===== config.mk =====
export PLATFORM = sky130hd
export DESIGN_NAME = hazard_scoreboard_unit_flat
export DESIGN_NICKNAME = d
export VERILOG_FILES = /design/src/rtl/hazard_scoreboard_unit_if.sv /design/src/rtl/hazard_scoreboard_unit.sv /design/src/flat_wrapper.sv
export SDC_FILE = /design/constraint.sdc
export NUM_CORES = 1
export LEC_CHECK = 0
export BUFFER_PORTS_ARGS = -buffer_cell sky130_fd_sc_hd__clkbuf_2
export CORE_ASPECT_RATIO = 1.4
export CORE_UTILIZATION = 60
export CTS_CLUSTER_DIAMETER = 50
export CTS_CLUSTER_SIZE = 20
export DETAILED_ROUTE_END_ITERATION = 8
export HOLD_SLACK_MARGIN = 0.02
export PLACE_DENSITY_LB_ADDON = 0.3
export SYNTH_ARGS = -nofsm -noshare
export SYNTH_HDL_FRONTEND = slang
export SYNTH_SLANG_ARGS = --single-unit

===== constraint.sdc =====
create_clock -name clk -period 10.8 [get_ports clk]
set_input_delay 1.62 -clock clk [delete_from_list [all_inputs] [get_ports clk]]
set_output_delay 1.62 -clock clk [all_outputs]
set_load 0.05 [all_outputs]

===== src/rtl/hazard_scoreboard_unit_if.sv =====
// hazard_scoreboard_unit_if: ID decode / EX redirect inputs and pipeline control outputs of the hazard scoreboard.
// Optional macro HAZARD_STATS_EN adds the stall_cycles / flush_cycles statistic outputs.
interface hazard_scoreboard_unit_if #(
    parameter int NUM_REGS = 32,
    parameter int MAX_LAT  = 4
);
    localparam int RA_W  = $clog2(NUM_REGS);
    localparam int CNT_W = $clog2(MAX_LAT + 1);
    logic                id_valid;
    logic [6:0]          id_opcode;
    logic [RA_W-1:0]     id_rs1;
    logic [RA_W-1:0]     id_rs2;
    logic [RA_W-1:0]     id_rd;
    logic                id_rd_wr;
    logic [CNT_W-1:0]    id_lat;
    logic                ex_redirect;
    logic                invalid_inst;
    logic                pc_en;
    logic                if_id_en;
    logic                if_id_flush;
    logic                id_ex_en;
    logic                id_ex_flush;
    logic                data_stall;
    logic [NUM_REGS-1:0] sb_busy;
    logic [1:0]          fsm_state;
`ifdef HAZARD_STATS_EN
    logic [15:0]         stall_cycles;
    logic [15:0]         flush_cycles;
`endif
    modport master (
        output id_valid, id_opcode, id_rs1, id_rs2, id_rd, id_rd_wr, id_lat, ex_redirect, invalid_inst,
        input  pc_en, if_id_en, if_id_flush, id_ex_en, id_ex_flush, data_stall, sb_busy, fsm_state
`ifdef HAZARD_STATS_EN
        , stall_cycles, flush_cycles
`endif
    );
    modport slave (
        input  id_valid, id_opcode, id_rs1, id_rs2, id_rd, id_rd_wr, id_lat, ex_redirect, invalid_inst,
        output pc_en, if_id_en, if_id_flush, id_ex_en, id_ex_flush, data_stall, sb_busy, fsm_state
`ifdef HAZARD_STATS_EN
        , stall_cycles, flush_cycles
`endif
    );
endinterface


===== src/rtl/hazard_scoreboard_unit.sv =====
// hazard_scoreboard_unit: per-register countdown scoreboard plus IF/ID/EX stall/flush control with redirect-bubble and halt FSM.
// Optional macro HAZARD_STATS_EN adds saturating stall/flush cycle counters.
module hazard_scoreboard_unit #(
    parameter int NUM_REGS         = 32,
    parameter int MAX_LAT          = 4,
    parameter int REDIRECT_BUBBLES = 0
) (
    input logic                     clk,
    input logic                     rst_n,
    hazard_scoreboard_unit_if.slave bus
);
    localparam int CNT_W = $clog2(MAX_LAT + 1);
    localparam int BUB_W = REDIRECT_BUBBLES > 0 ? $clog2(REDIRECT_BUBBLES + 1) : 1;
    localparam logic [CNT_W-1:0] LAT_MAX  = CNT_W'(MAX_LAT);
    localparam logic [BUB_W-1:0] BUB_LOAD = BUB_W'(REDIRECT_BUBBLES);
    localparam logic [6:0] OP_R    = 7'b0110011;
    localparam logic [6:0] OP_S    = 7'b0100011;
    localparam logic [6:0] OP_B    = 7'b1100011;
    localparam logic [6:0] OP_I    = 7'b0010011;
    localparam logic [6:0] OP_LD   = 7'b0000011;
    localparam logic [6:0] OP_JALR = 7'b1100111;

    typedef enum logic [1:0] {S_RUN = 2'b00, S_REDIR = 2'b01, S_HALT = 2'b10} state_t;

    state_t              state_q, state_d;
    logic [BUB_W-1:0]    bub_q, bub_d;
    logic [CNT_W-1:0]    cnt_q [NUM_REGS];
    logic [CNT_W-1:0]    cnt_d [NUM_REGS];
    logic [CNT_W-1:0]    lat_clip;
    logic                rs1_used, rs2_used, data_hazard, issue;
    logic                pc_en, if_id_en, if_id_flush, id_ex_en, id_ex_flush, data_stall;
    logic [NUM_REGS-1:0] sb_busy;

    // Which sources the ID instruction reads, and whether any of them is still in flight
    always_comb begin
        rs2_used    = bus.id_opcode inside {OP_R, OP_S, OP_B};
        rs1_used    = rs2_used || (bus.id_opcode inside {OP_I, OP_LD, OP_JALR});
        data_hazard = bus.id_valid && ((rs1_used && cnt_q[bus.id_rs1] != '0) ||
                                       (rs2_used && cnt_q[bus.id_rs2] != '0));
        lat_clip    = bus.id_lat > LAT_MAX ? LAT_MAX : bus.id_lat;
    end

    // Pipeline control: redirect beats data hazard beats illegal instruction; reset forces a full bubble
    always_comb begin
        state_d     = state_q == S_HALT ? S_HALT : S_RUN;
        bub_d       = bub_q;
        pc_en       = 1'b1;
        if_id_en    = 1'b1;
        id_ex_en    = 1'b1;
        if_id_flush = 1'b0;
        id_ex_flush = 1'b0;
        data_stall  = 1'b0;
        if (state_q == S_REDIR) begin
            if_id_flush = 1'b1;
            id_ex_flush = 1'b1;
            bub_d       = bus.ex_redirect ? BUB_LOAD : bub_q - BUB_W'(1);
            state_d     = (!bus.ex_redirect && bub_q <= BUB_W'(1)) ? S_RUN : S_REDIR;
        end else if (bus.ex_redirect) begin
            if_id_flush = 1'b1;
            id_ex_flush = 1'b1;
            bub_d       = BUB_LOAD;
            state_d     = REDIRECT_BUBBLES > 0 ? S_REDIR : S_RUN;
        end else if (state_q == S_RUN && data_hazard) begin
            pc_en       = 1'b0;
            if_id_en    = 1'b0;
            id_ex_flush = 1'b1;
            data_stall  = 1'b1;
        end else if (state_q == S_HALT || bus.invalid_inst) begin
            pc_en       = 1'b0;
            if_id_en    = 1'b0;
            id_ex_flush = 1'b1;
            state_d     = S_HALT;
        end
        if (!rst_n) begin
            pc_en       = 1'b0;
            if_id_en    = 1'b0;
            id_ex_en    = 1'b0;
            if_id_flush = 1'b1;
            id_ex_flush = 1'b1;
            data_stall  = 1'b0;
        end
        issue = bus.id_valid && id_ex_en && !id_ex_flush && bus.id_rd_wr && bus.id_rd != '0;
    end

    // Countdown scoreboard: every counter drains, the newest issue to rd overwrites it, x0 is never tracked
    always_comb begin
        for (int i = 0; i < NUM_REGS; i++) begin
            cnt_d[i]   = cnt_q[i] != '0 ? cnt_q[i] - CNT_W'(1) : '0;
            sb_busy[i] = cnt_q[i] != '0;
        end
        if (issue) cnt_d[bus.id_rd] = lat_clip;
        cnt_d[0] = '0;
    end

    // State, bubble count and scoreboard registers
    always_ff @(posedge clk or negedge rst_n) begin
        if (!rst_n) begin
            state_q <= S_RUN;
            bub_q   <= '0;
            for (int i = 0; i < NUM_REGS; i++) cnt_q[i] <= '0;
        end else begin
            state_q <= state_d;
            bub_q   <= bub_d;
            for (int i = 0; i < NUM_REGS; i++) cnt_q[i] <= cnt_d[i];
        end
    end

    assign bus.pc_en       = pc_en;
    assign bus.if_id_en    = if_id_en;
    assign bus.if_id_flush = if_id_flush;
    assign bus.id_ex_en    = id_ex_en;
    assign bus.id_ex_flush = id_ex_flush;
    assign bus.data_stall  = data_stall;
    assign bus.sb_busy     = sb_busy;
    assign bus.fsm_state   = state_q;

`ifdef HAZARD_STATS_EN
    logic [15:0] stall_q, stall_d, flush_q, flush_d;

    // Saturating counts of data-stall cycles and of bubbles caused by a redirect or the REDIR window
    always_comb begin
        stall_d = stall_q + 16'(data_stall && stall_q != 16'hFFFF);
        flush_d = flush_q + 16'((state_q == S_REDIR || bus.ex_redirect) && flush_q != 16'hFFFF);
    end

    // Statistic registers
    always_ff @(posedge clk or negedge rst_n) begin
        if (!rst_n) begin
            stall_q <= '0;
            flush_q <= '0;
        end else begin
            stall_q <= stall_d;
            flush_q <= flush_d;
        end
    end

    assign bus.stall_cycles = stall_q;
    assign bus.flush_cycles = flush_q;
`endif
endmodule


===== src/flat_wrapper.sv =====
// flat-port wrapper written by rule: the top's interface ports become plain ports
module hazard_scoreboard_unit_flat 
#(
    parameter int NUM_REGS         = 32,
    parameter int MAX_LAT          = 4,
    parameter int REDIRECT_BUBBLES = 0
)
  (clk, rst_n, bus_id_valid, bus_id_opcode, bus_id_rs1, bus_id_rs2, bus_id_rd, bus_id_rd_wr, bus_id_lat, bus_ex_redirect, bus_invalid_inst, bus_pc_en, bus_if_id_en, bus_if_id_flush, bus_id_ex_en, bus_id_ex_flush, bus_data_stall, bus_sb_busy, bus_fsm_state);
  hazard_scoreboard_unit_if #(.NUM_REGS(NUM_REGS), .MAX_LAT(MAX_LAT)) bus_i ();
  input logic clk;
  input logic rst_n;
  input wire logic [$bits(bus_i.id_valid)-1:0] bus_id_valid;
  input wire logic [$bits(bus_i.id_opcode)-1:0] bus_id_opcode;
  input wire logic [$bits(bus_i.id_rs1)-1:0] bus_id_rs1;
  input wire logic [$bits(bus_i.id_rs2)-1:0] bus_id_rs2;
  input wire logic [$bits(bus_i.id_rd)-1:0] bus_id_rd;
  input wire logic [$bits(bus_i.id_rd_wr)-1:0] bus_id_rd_wr;
  input wire logic [$bits(bus_i.id_lat)-1:0] bus_id_lat;
  input wire logic [$bits(bus_i.ex_redirect)-1:0] bus_ex_redirect;
  input wire logic [$bits(bus_i.invalid_inst)-1:0] bus_invalid_inst;
  output wire logic [$bits(bus_i.pc_en)-1:0] bus_pc_en;
  output wire logic [$bits(bus_i.if_id_en)-1:0] bus_if_id_en;
  output wire logic [$bits(bus_i.if_id_flush)-1:0] bus_if_id_flush;
  output wire logic [$bits(bus_i.id_ex_en)-1:0] bus_id_ex_en;
  output wire logic [$bits(bus_i.id_ex_flush)-1:0] bus_id_ex_flush;
  output wire logic [$bits(bus_i.data_stall)-1:0] bus_data_stall;
  output wire logic [$bits(bus_i.sb_busy)-1:0] bus_sb_busy;
  output wire logic [$bits(bus_i.fsm_state)-1:0] bus_fsm_state;
  assign bus_i.id_valid = bus_id_valid;
  assign bus_i.id_opcode = bus_id_opcode;
  assign bus_i.id_rs1 = bus_id_rs1;
  assign bus_i.id_rs2 = bus_id_rs2;
  assign bus_i.id_rd = bus_id_rd;
  assign bus_i.id_rd_wr = bus_id_rd_wr;
  assign bus_i.id_lat = bus_id_lat;
  assign bus_i.ex_redirect = bus_ex_redirect;
  assign bus_i.invalid_inst = bus_invalid_inst;
  assign bus_pc_en = bus_i.pc_en;
  assign bus_if_id_en = bus_i.if_id_en;
  assign bus_if_id_flush = bus_i.if_id_flush;
  assign bus_id_ex_en = bus_i.id_ex_en;
  assign bus_id_ex_flush = bus_i.id_ex_flush;
  assign bus_data_stall = bus_i.data_stall;
  assign bus_sb_busy = bus_i.sb_busy;
  assign bus_fsm_state = bus_i.fsm_state;
  hazard_scoreboard_unit #(.NUM_REGS(NUM_REGS), .MAX_LAT(MAX_LAT), .REDIRECT_BUBBLES(REDIRECT_BUBBLES)) u_core (.clk(clk), .rst_n(rst_n), .bus(bus_i));
endmodule

==> results.yml, run 1 <==
pwr:
  power.switching_mw: 0.230
  p_leak_nw: 3.94
  seqPwrFrac: 0.467
  pwr-share-comb: 0.165
  p_int_mw: 0.563
  p_clk_frac: 0.368
  peakVddDrop_v: 0.0000737
  power_density_mw_per_mm2: 107
  swShare: 0.290
worst_setup_path:
  worst_r2r_endpoint: "u_core.cnt_q[18]"
  r2r_setup_slack_ns: 7.07
  cp-end-kind: "output pin"
  path_class: "input port to output pin"
  crit_slowest_cell: "nand3_2"
  crit_chain: "clkbuf_2 > nor4b_1 > o41ai_1 > a211o_1 > nand3_1 > nand3_2 > or2_2 > o41ai_1 > clkbuf_2"
  critical_path.startpoint: "bus_id_rs1[1]"
  timing.rr.start: "u_core.cnt_q[72]"
  reg2reg_depth: 7
  slowest_delay_ns: 0.70
  required_ns: 9.18
  crit_arrival_ns: 4.96
  cp_max_fo: 33
  cp-start-kind: "input port"
synth:
  ys_ff_latch: 95
  synth_nets: 776
  synth-async-reset-ratio: 1.00
  yosys_warnings: 0
  netlist-cell-type-count: 47
  synth_area_mm2: 0.00670
  synth_edf_count: 0
  postSynthAreaPerCell_um2: 9.81
  ys_seq_area_frac: 0.355
  synthCells: 683
  synth_ff_type: "dfrtp_1"
timing:
  finalCriticalPeriod_ns: 6.58
  drv_slew: 0
  slew_headroom: 0.390
  worstMarginPinSlew_ns: 0.914
  setup_slack_ns: 4.22
  fin_crit_sh: 0.609
  holdWs_ns: 0.623
  finalClockSkew_ns: 0.00577
  rsz0062_at_grt: "false"
  fmax_mhz: 152
  setup_violations: 0
  hold_viol_final: 0
  setup-tns-final_ns: 0
clock_tree:
  cts_buffer_depth: 2
  cts_tree: "done"
  htreeDepth: 3
  cts_root_buf: "clkbuf_16"
  clk_pin_slew_ns: 0.06
  cts_inserted_buffers: 9
  post_cts_buffers: 0
  cts_resized: 0
  holdBufCountCts: 0
  cts_sinks: 95
  clk_latency_ns: 0.34
die:
  core_area_mm2: 0.0109
  dieWidth_um: 91.3
  pin_count: 71
  initial_core_util: 0.616
  rows: 45
  die-area_mm2: 0.0116
  die_h_um: 127
route:
  routed_wl_um: 15500
  drc_errors: 0
  drtAntennaViolNets: 0
  dr.pass1.iters: 7
  wl_per_cell_um: 17.6
  viasPerCell: 5.89
  route.vias.total: 5185
  drt_first_iter_violations: 323
placement:
  dpl_worst_slack_ns: 4.35
  dp_cells: 866
  gp_congestion: 0.908
  io_buffers: 69
  dpl.hpwl_um: 11300
final_layout:
  area_delta_synth_final_pct: 10.2
  final_net_count: 829
  utilization: 0.679
  layout_commonest_cell: "inv_1"
  antennaDiodeCount: 0
  layout.cells.most_common_list: "99 x inv_1, 95 x dfrtp_1, 68 x clkbuf_2"
  layout-drive-gt1-share: 0.293
  instances_no_fill: 881
worst_hold_path:
  hp-class: "flip-flop to flip-flop"
  min_to: "u_core.cnt_q[13]"
  hold_start: "u_core.cnt_q[14]"
  hold-path-cell-count: 2
grt:
  met2_usage: 0.520
  grt_pass1_vias: 5250
  grt_max_degree: 51
  track_usage: 0.282
  antenna_found_initial: 0
  use_met1: 0.314
  grt_busiest_layer: "met2"
  met3_usage: 0.0458
  gr-total-overflow: 0
  grt_pass1_wl_um: 25500
outcome:
  status: "complete, no violations"
job:
  maxCapViolations: 0
## cells in the mapped netlist (3+ instances only)
cell type	number	share of area
buf_2	3	0.0022
nor3_1	16	0.012
nand2_1	12	0.0067
ha_1	62	0.12
clkbuf_1	17	0.0095
nor4_1	14	0.013
or3_1	7	0.0065
buf_1	5	0.0028
o21ai_0	3	0.0022
or4_1	5	0.0056
mux4_2	5	0.017
a21oi_1	41	0.031
a2111oi_0	3	0.0039
nor2_1	47	0.026
inv_1	99	0.055
and2_1	32	0.030
a211oi_1	7	0.0078
nand2b_1	10	0.0093
nor2b_1	6	0.0056
or2_2	33	0.031
o22ai_1	3	0.0028
and4_1	3	0.0039
buf_4	3	0.0034
nor4_2	26	0.049
dfrtp_1	95	0.35
nand3_1	5	0.0037
mux2_2	58	0.098
mux2_4	4	0.0090
mux2i_1	33	0.049
## metal layers
| layer | vias to the layer above | share of wire |
|---|---|---|
| met5 | - | 0 |
| met4 | 0 | 0.037 |
| met3 | 42 | 0.040 |
| met2 | 150 | 0.53 |
| met1 | 2574 | 0.39 |
| li1 | 2419 | - |
## area by class of cell
type	instances	area [um2]
fill	853	3480
clock inverter	4	22.5
timing repair buffer	72	370
tap	141	176
multi-input combinational	459	3820
inverter	99	372
clock buffer	11	243
sequential	95	2380
## cells by family after synthesis
family          share of synthesized area
compound gates                     0.0680
fa+ha+maj                           0.116
buf+inv                            0.0758
flops                               0.355
mux                                 0.173
other cells                      0.000560
simple gates                        0.212
## worst max path at each step
stage                              end  depth (start not counted)  slack (ns)
after floorplan              bus_pc_en                         11        3.58
after global placement    bus_if_id_en                          8        4.45
after detailed placement  bus_if_id_en                          8        4.35
after CTS                 bus_if_id_en                          8        4.35
after global routing      bus_if_id_en                          9        3.99
final                     bus_if_id_en                          9        4.22
## worst max-delay path: cells and delay by family
family	cells	cell delay, ns
AO/OA/AOI/OAI	3	0.80
buffers and inverters	2	0.74
AND/OR/NAND/NOR	4	1.78
## power by group through the flow
stage	logic (mW)	registers [mW]	clock network, mW
after global routing	0.142	0.371	0.312
after floorplan	0.0908	0.376	0
after detailed placement	0.131	0.377	0
final	0.131	0.371	0.292
after global placement	0.127	0.376	0
after CTS	0.131	0.370	0.295
## per-stage QoR
step	total power [mW]	instance area [um2]
after CTS	0.797	7380
after floorplan	0.466	6700
after detailed placement	0.508	7120
final	0.793	7380
after global placement	0.503	7120
after global routing	0.825	7380
## flip-flops by register name (all words and copies together), names as in the netlist
signal                count
u_core.bus.fsm_state      2
u_core.cnt_q             93
Power figures use the tool's default switching activity.
==> inputs of run 2 (changes only) <==
Settings changed: CORE_UTILIZATION 60 to 54.
Clock period 10.8 ns to 5.3 ns, I/O delays scaled along.
==> results.yml, run 2 (synthesized netlist as in run 1, its figures left out) <==
timing:
  setup_violations: 0
  worstMarginPinSlew_ns: 0.834
  fmax_mhz: 231
  finalClockSkew_ns: 0.00741
  rsz0062_at_grt: "false"
  drv_slew: 0
  slew_headroom: 0.444
  hold_viol_final: 0
  finalCriticalPeriod_ns: 4.32
  setup-tns-final_ns: 0
  fin_crit_sh: 0.816
pwr:
  total_power_mw: 1.70
  p_int_mw: 1.21
  power.switching_mw: 0.484
  p_leak_nw: 3.97
  p_clk_frac: 0.395
  peakVddDrop_v: 0.000153
  seqPwrFrac: 0.445
  power_density_mw_per_mm2: 228
  swShare: 0.286
  pwr-share-comb: 0.160
grt:
  grt_pass1_vias: 5384
  grt_max_degree: 61
  grt_pass1_wl_um: 26300
  gr-total-overflow: 0
  antenna_found_initial: 0
  track_usage: 0.267
route:
  routed_wl_um: 16200
  drt_first_iter_violations: 326
  dr.pass1.iters: 5
  drtAntennaViolNets: 0
  wl_per_cell_um: 18.2
  drc_errors: 0
  viasPerCell: 5.81
  route.vias.total: 5165
clock_tree:
  clk_pin_slew_ns: 0.07
  cts_sinks: 95
  cts_tree: "done"
  cts_inserted_buffers: 9
  cts_root_buf: "clkbuf_16"
  post_cts_buffers: 0
  cts_buffer_depth: 2
  holdBufCountCts: 0
  cts_resized: 0
  clk_latency_ns: 0.35
  htreeDepth: 3
job:
  maxCapViolations: 0
worst_setup_path:
  crit_arrival_ns: 3.53
  crit_top_cell: "clkbuf_2"
  slowest_delay_ns: 0.55
  cp_max_fo: 22
  required_ns: 4.51
  crit_chain: "clkbuf_2 > mux4_2 > or2_0 > a2111o_1 > and4_1 > or2_2 > o41ai_2 > clkbuf_2"
  cp-start-kind: "input port"
  path_class: "input port to output pin"
  crit_slowest_cell: "mux4_2"
  cp-end-kind: "output pin"
final_layout:
  layout_commonest_cell: "inv_1"
  area_delta_synth_final_pct: 11.2
  largest-register: "u_core.cnt_q"
  largest_reg_flops: 93
  instances_no_fill: 889
  final_net_count: 830
  layout.cells.most_common_list: "99 x inv_1, 95 x dfrtp_1, 68 x clkbuf_2"
  layout-drive-gt1-share: 0.298
  antennaDiodeCount: 0
placement:
  io_buffers: 69
  dpl.hpwl_um: 11600
  gp_congestion: 0.870
  dp_cells: 873
die:
  die_h_um: 134
  die-area_mm2: 0.0129
  dieWidth_um: 96.1
  rows: 47
  pin_count: 71
  initial_core_util: 0.561
  core_area_mm2: 0.0119
worst_hold_path:
  hp-class: "input port to asynchronous set/reset pin"
outcome:
  status: "complete, no violations"
## run 2: power groups by stage
stage / registers [mW] / clock network [mW] / logic [mW]
floorplan: 0.766 / 0 / 0.185
global placement: 0.766 / 0 / 0.265
detailed placement: 0.768 / 0 / 0.272
CTS: 0.754 / 0.679 / 0.273
global route: 0.756 / 0.706 / 0.295
finish: 0.754 / 0.670 / 0.271
## run 2: cell type report
| type | count | area [um2] |
|---|---|---|
| Fill cell | 1019 | 4490 |
| Multi-Input combinational cell | 459 | 3830 |
| Sequential cell | 95 | 2380 |
| Timing Repair Buffer | 73 | 378 |
| Inverter | 99 | 372 |
| Clock buffer | 11 | 253 |
| Tap cell | 147 | 184 |
| Clock inverter | 5 | 56.3 |
## run 2: path summary, 6_finish.rpt
check	startpoint	to	slack, ns	cells past startpoint
worst max-delay path	bus_id_rs2[1]	bus_pc_en	0.98	8
worst min-delay path	rst_n	u_core.cnt_q[44]	0.42	1
worst max register to register	u_core.cnt_q[48]	u_core.cnt_q[80]	1.81	8
worst min register to register	u_core.cnt_q[50]	u_core.cnt_q[49]	0.62	2
max in group asynchronous	rst_n	u_core.cnt_q[13]	3.69	2
min in group clk	u_core.cnt_q[50]	u_core.cnt_q[49]	0.62	2
## run 2: metrics by stage
| step | hold WS (ns) | setup WS [ns] | area, um2 | util |
|---|---|---|---|---|
| after floorplan | 0.499 | 0.493 | 6710 | - |
| after global placement | 0.584 | 1.04 | 7140 | 0.598 |
| after detailed placement | 0.610 | 0.978 | 7140 | 0.598 |
| after CTS | 0.443 | 0.985 | 7450 | 0.624 |
| after global routing | 0.454 | 0.883 | 7450 | 0.624 |
| final | 0.424 | 0.977 | 7450 | 0.624 |
## run 2: metal layers
layer  part of all wire  global-route usage
met5                  0                   0
met4              0.021              0.0978
met3              0.037              0.0306
met2               0.55               0.487
met1               0.39               0.315
## run 2: worst max-delay path, delay by kind of cell
kind | cells | cell delay [ns]
buffers and inverters | 2 | 0.73
AND/OR/NAND/NOR | 3 | 0.74
multiplexers | 1 | 0.55
AO/OA/AOI/OAI | 2 | 0.70
==> inputs of run 3 (changes only) <==
Clock period 5.3 ns to 3.74 ns, I/O delays scaled along.
==> results.yml, run 3 (synthesized netlist as in run 1, its figures left out) <==
timing:
  worstMarginPinSlew_ns: 0.851
  fmax_mhz: 266
  rsz0062_at_grt: "true"
  fin_crit_sh: 1.01
  setup-tns-final_ns: -0.0429
  drv_slew: 0
  finalCriticalPeriod_ns: 3.76
  setup_violations: 3
  finalClockSkew_ns: 0.00611
  hold_viol_final: 0
  setup_slack_ns: -0.0244
  slew_headroom: 0.433
clock_tree:
  cts_root_buf: "clkbuf_16"
  cts_inserted_buffers: 9
  htreeDepth: 3
  cts_buffer_depth: 2
  clk_latency_ns: 0.34
  cts_sinks: 95
  cts_tree: "done"
  clk_pin_slew_ns: 0.07
job:
  maxCapViolations: 0
outcome:
  status: "finished, violations left"
  failed_checks: "setup timing"
worst_setup_path:
  path_class: "flip-flop to output pin"
  slowest_delay_ns: 0.46
  critical_path.startpoint: "u_core.cnt_q[54]"
  cp-end-kind: "output pin"
  r2r_setup_slack_ns: 0.31
  timing.rr.start: "u_core.cnt_q[54]"
  crit_slowest_cell: "mux4_2"
  required_ns: 3.18
  crit_arrival_ns: 3.20
  worst_r2r_endpoint: "u_core.cnt_q[29]"
  reg2reg_depth: 8
  cp_max_fo: 4
  cp-start-kind: "flip-flop"
  crit_chain: "or3_4 > mux4_2 > or2_0 > a2111o_1 > and4_1 > or2_4 > o41ai_4 > buf_4 > buf_12"
final_layout:
  final_net_count: 839
  antennaDiodeCount: 0
  area_delta_synth_final_pct: 12.9
  layout.cells.most_common_list: "99 x inv_1, 95 x dfrtp_1, 65 x clkbuf_2"
  layout_commonest_cell: "inv_1"
  layout-drive-gt1-share: 0.308
  largest-register: "u_core.cnt_q"
  largest_reg_flops: 93
  utilization: 0.633
  instances_no_fill: 897
placement:
  gp_congestion: 0.898
  io_buffers: 69
  dpl.hpwl_um: 11900
  dp_cells: 880
  dpl_worst_slack_ns: 0.255
route:
  viasPerCell: 5.79
  drc_errors: 0
  dr.pass1.iters: 5
  route.vias.total: 5190
  wl_per_cell_um: 18.6
  drtAntennaViolNets: 0
  routed_wl_um: 16700
  drt_first_iter_violations: 372
die:
  die-area_mm2: 0.0129
  initial_core_util: 0.561
  core_area_mm2: 0.0119
  dieWidth_um: 96.1
  pin_count: 71
  die_h_um: 134
  rows: 47
pwr:
  peakVddDrop_v: 0.000227
  power_density_mw_per_mm2: 317
  total_power_mw: 2.40
  p_leak_nw: 4.02
grt:
  grt_max_degree: 62
  gr-total-overflow: 0
  track_usage: 0.277
  grt_pass1_wl_um: 26900
  antenna_found_initial: 0
  grt_pass1_vias: 5464
worst_hold_path:
  hold-path-cell-count: 2
  min_to: "u_core.bus.fsm_state[1]"
  hp-class: "input port to flip-flop"
  hold_start: "bus_ex_redirect"
-- run 3: changes by cell type in the layout (fill, tap and decap cells not counted), moves of 2 or more --
cell,change
buf_12,+2
buf_4,+9
clkbuf_1,+2
clkbuf_2,-3
nor2_1,-2
nor2_2,+2
or3_1,-2
or3_4,+2
-- run 3: power by group --
part | internal (mW) | switching, mW
logic | 0.127 | 0.276
clock network | 0.534 | 0.394
registers | 1.05 | 0.0205
-- run 3: repair_timing --
action / CTS / global route
endpoints found under the setup margin: 3 / 3
resized for setup: 2 / 2
pin swaps: 3 / 0
hold buffers: 0 / 0
buffers inserted: 2 / 0
-- run 3: area by class of cell --
| type | instances | area [um2] |
|---|---|---|
| clock buffer | 12 | 246 |
| timing repair buffer | 82 | 478 |
| clock inverter | 3 | 43.8 |
| tap | 147 | 184 |
| fill | 1010 | 4380 |
| sequential | 95 | 2380 |
| multi-input combinational | 459 | 3860 |
| inverter | 99 | 372 |
-- run 3: critical path: cells and delay by family (launching register included) --
family | cells | cell delay (ns)
AND/OR/NAND/NOR | 4 | 1.05
buffers and inverters | 2 | 0.29
AO/OA/AOI/OAI | 2 | 0.65
multiplexers | 1 | 0.46
flip-flops | 1 | 0.40
-- run 3: worst max path at each step --
stage	end	slack, ns	depth (start not counted)
after detailed placement	bus_if_id_en	0.25	8
final	bus_pc_en	-0.02	9
after floorplan	bus_pc_en	-0.25	10
after global routing	bus_pc_en	-0.13	9
after CTS	bus_pc_en	-0.04	9
after global placement	bus_if_id_en	0.26	8
-- run 3: routing by layer --
metal,vias to the layer above,global-route usage,part of all wire
li1,2440,-,-
met3,40,0.0448,0.041
met5,-,0,0
met4,0,0.128,0.040
met2,144,0.487,0.52
met1,2566,0.323,0.40
-- run 3: per-stage QoR --
stage | hold WS [ns] | cell area [um2]
after detailed placement | 0.607 | 7240
after global routing | 0.432 | 7560
after floorplan | 0.265 | 6730
after global placement | 0.575 | 7240
after CTS | 0.406 | 7550
final | 0.419 | 7560
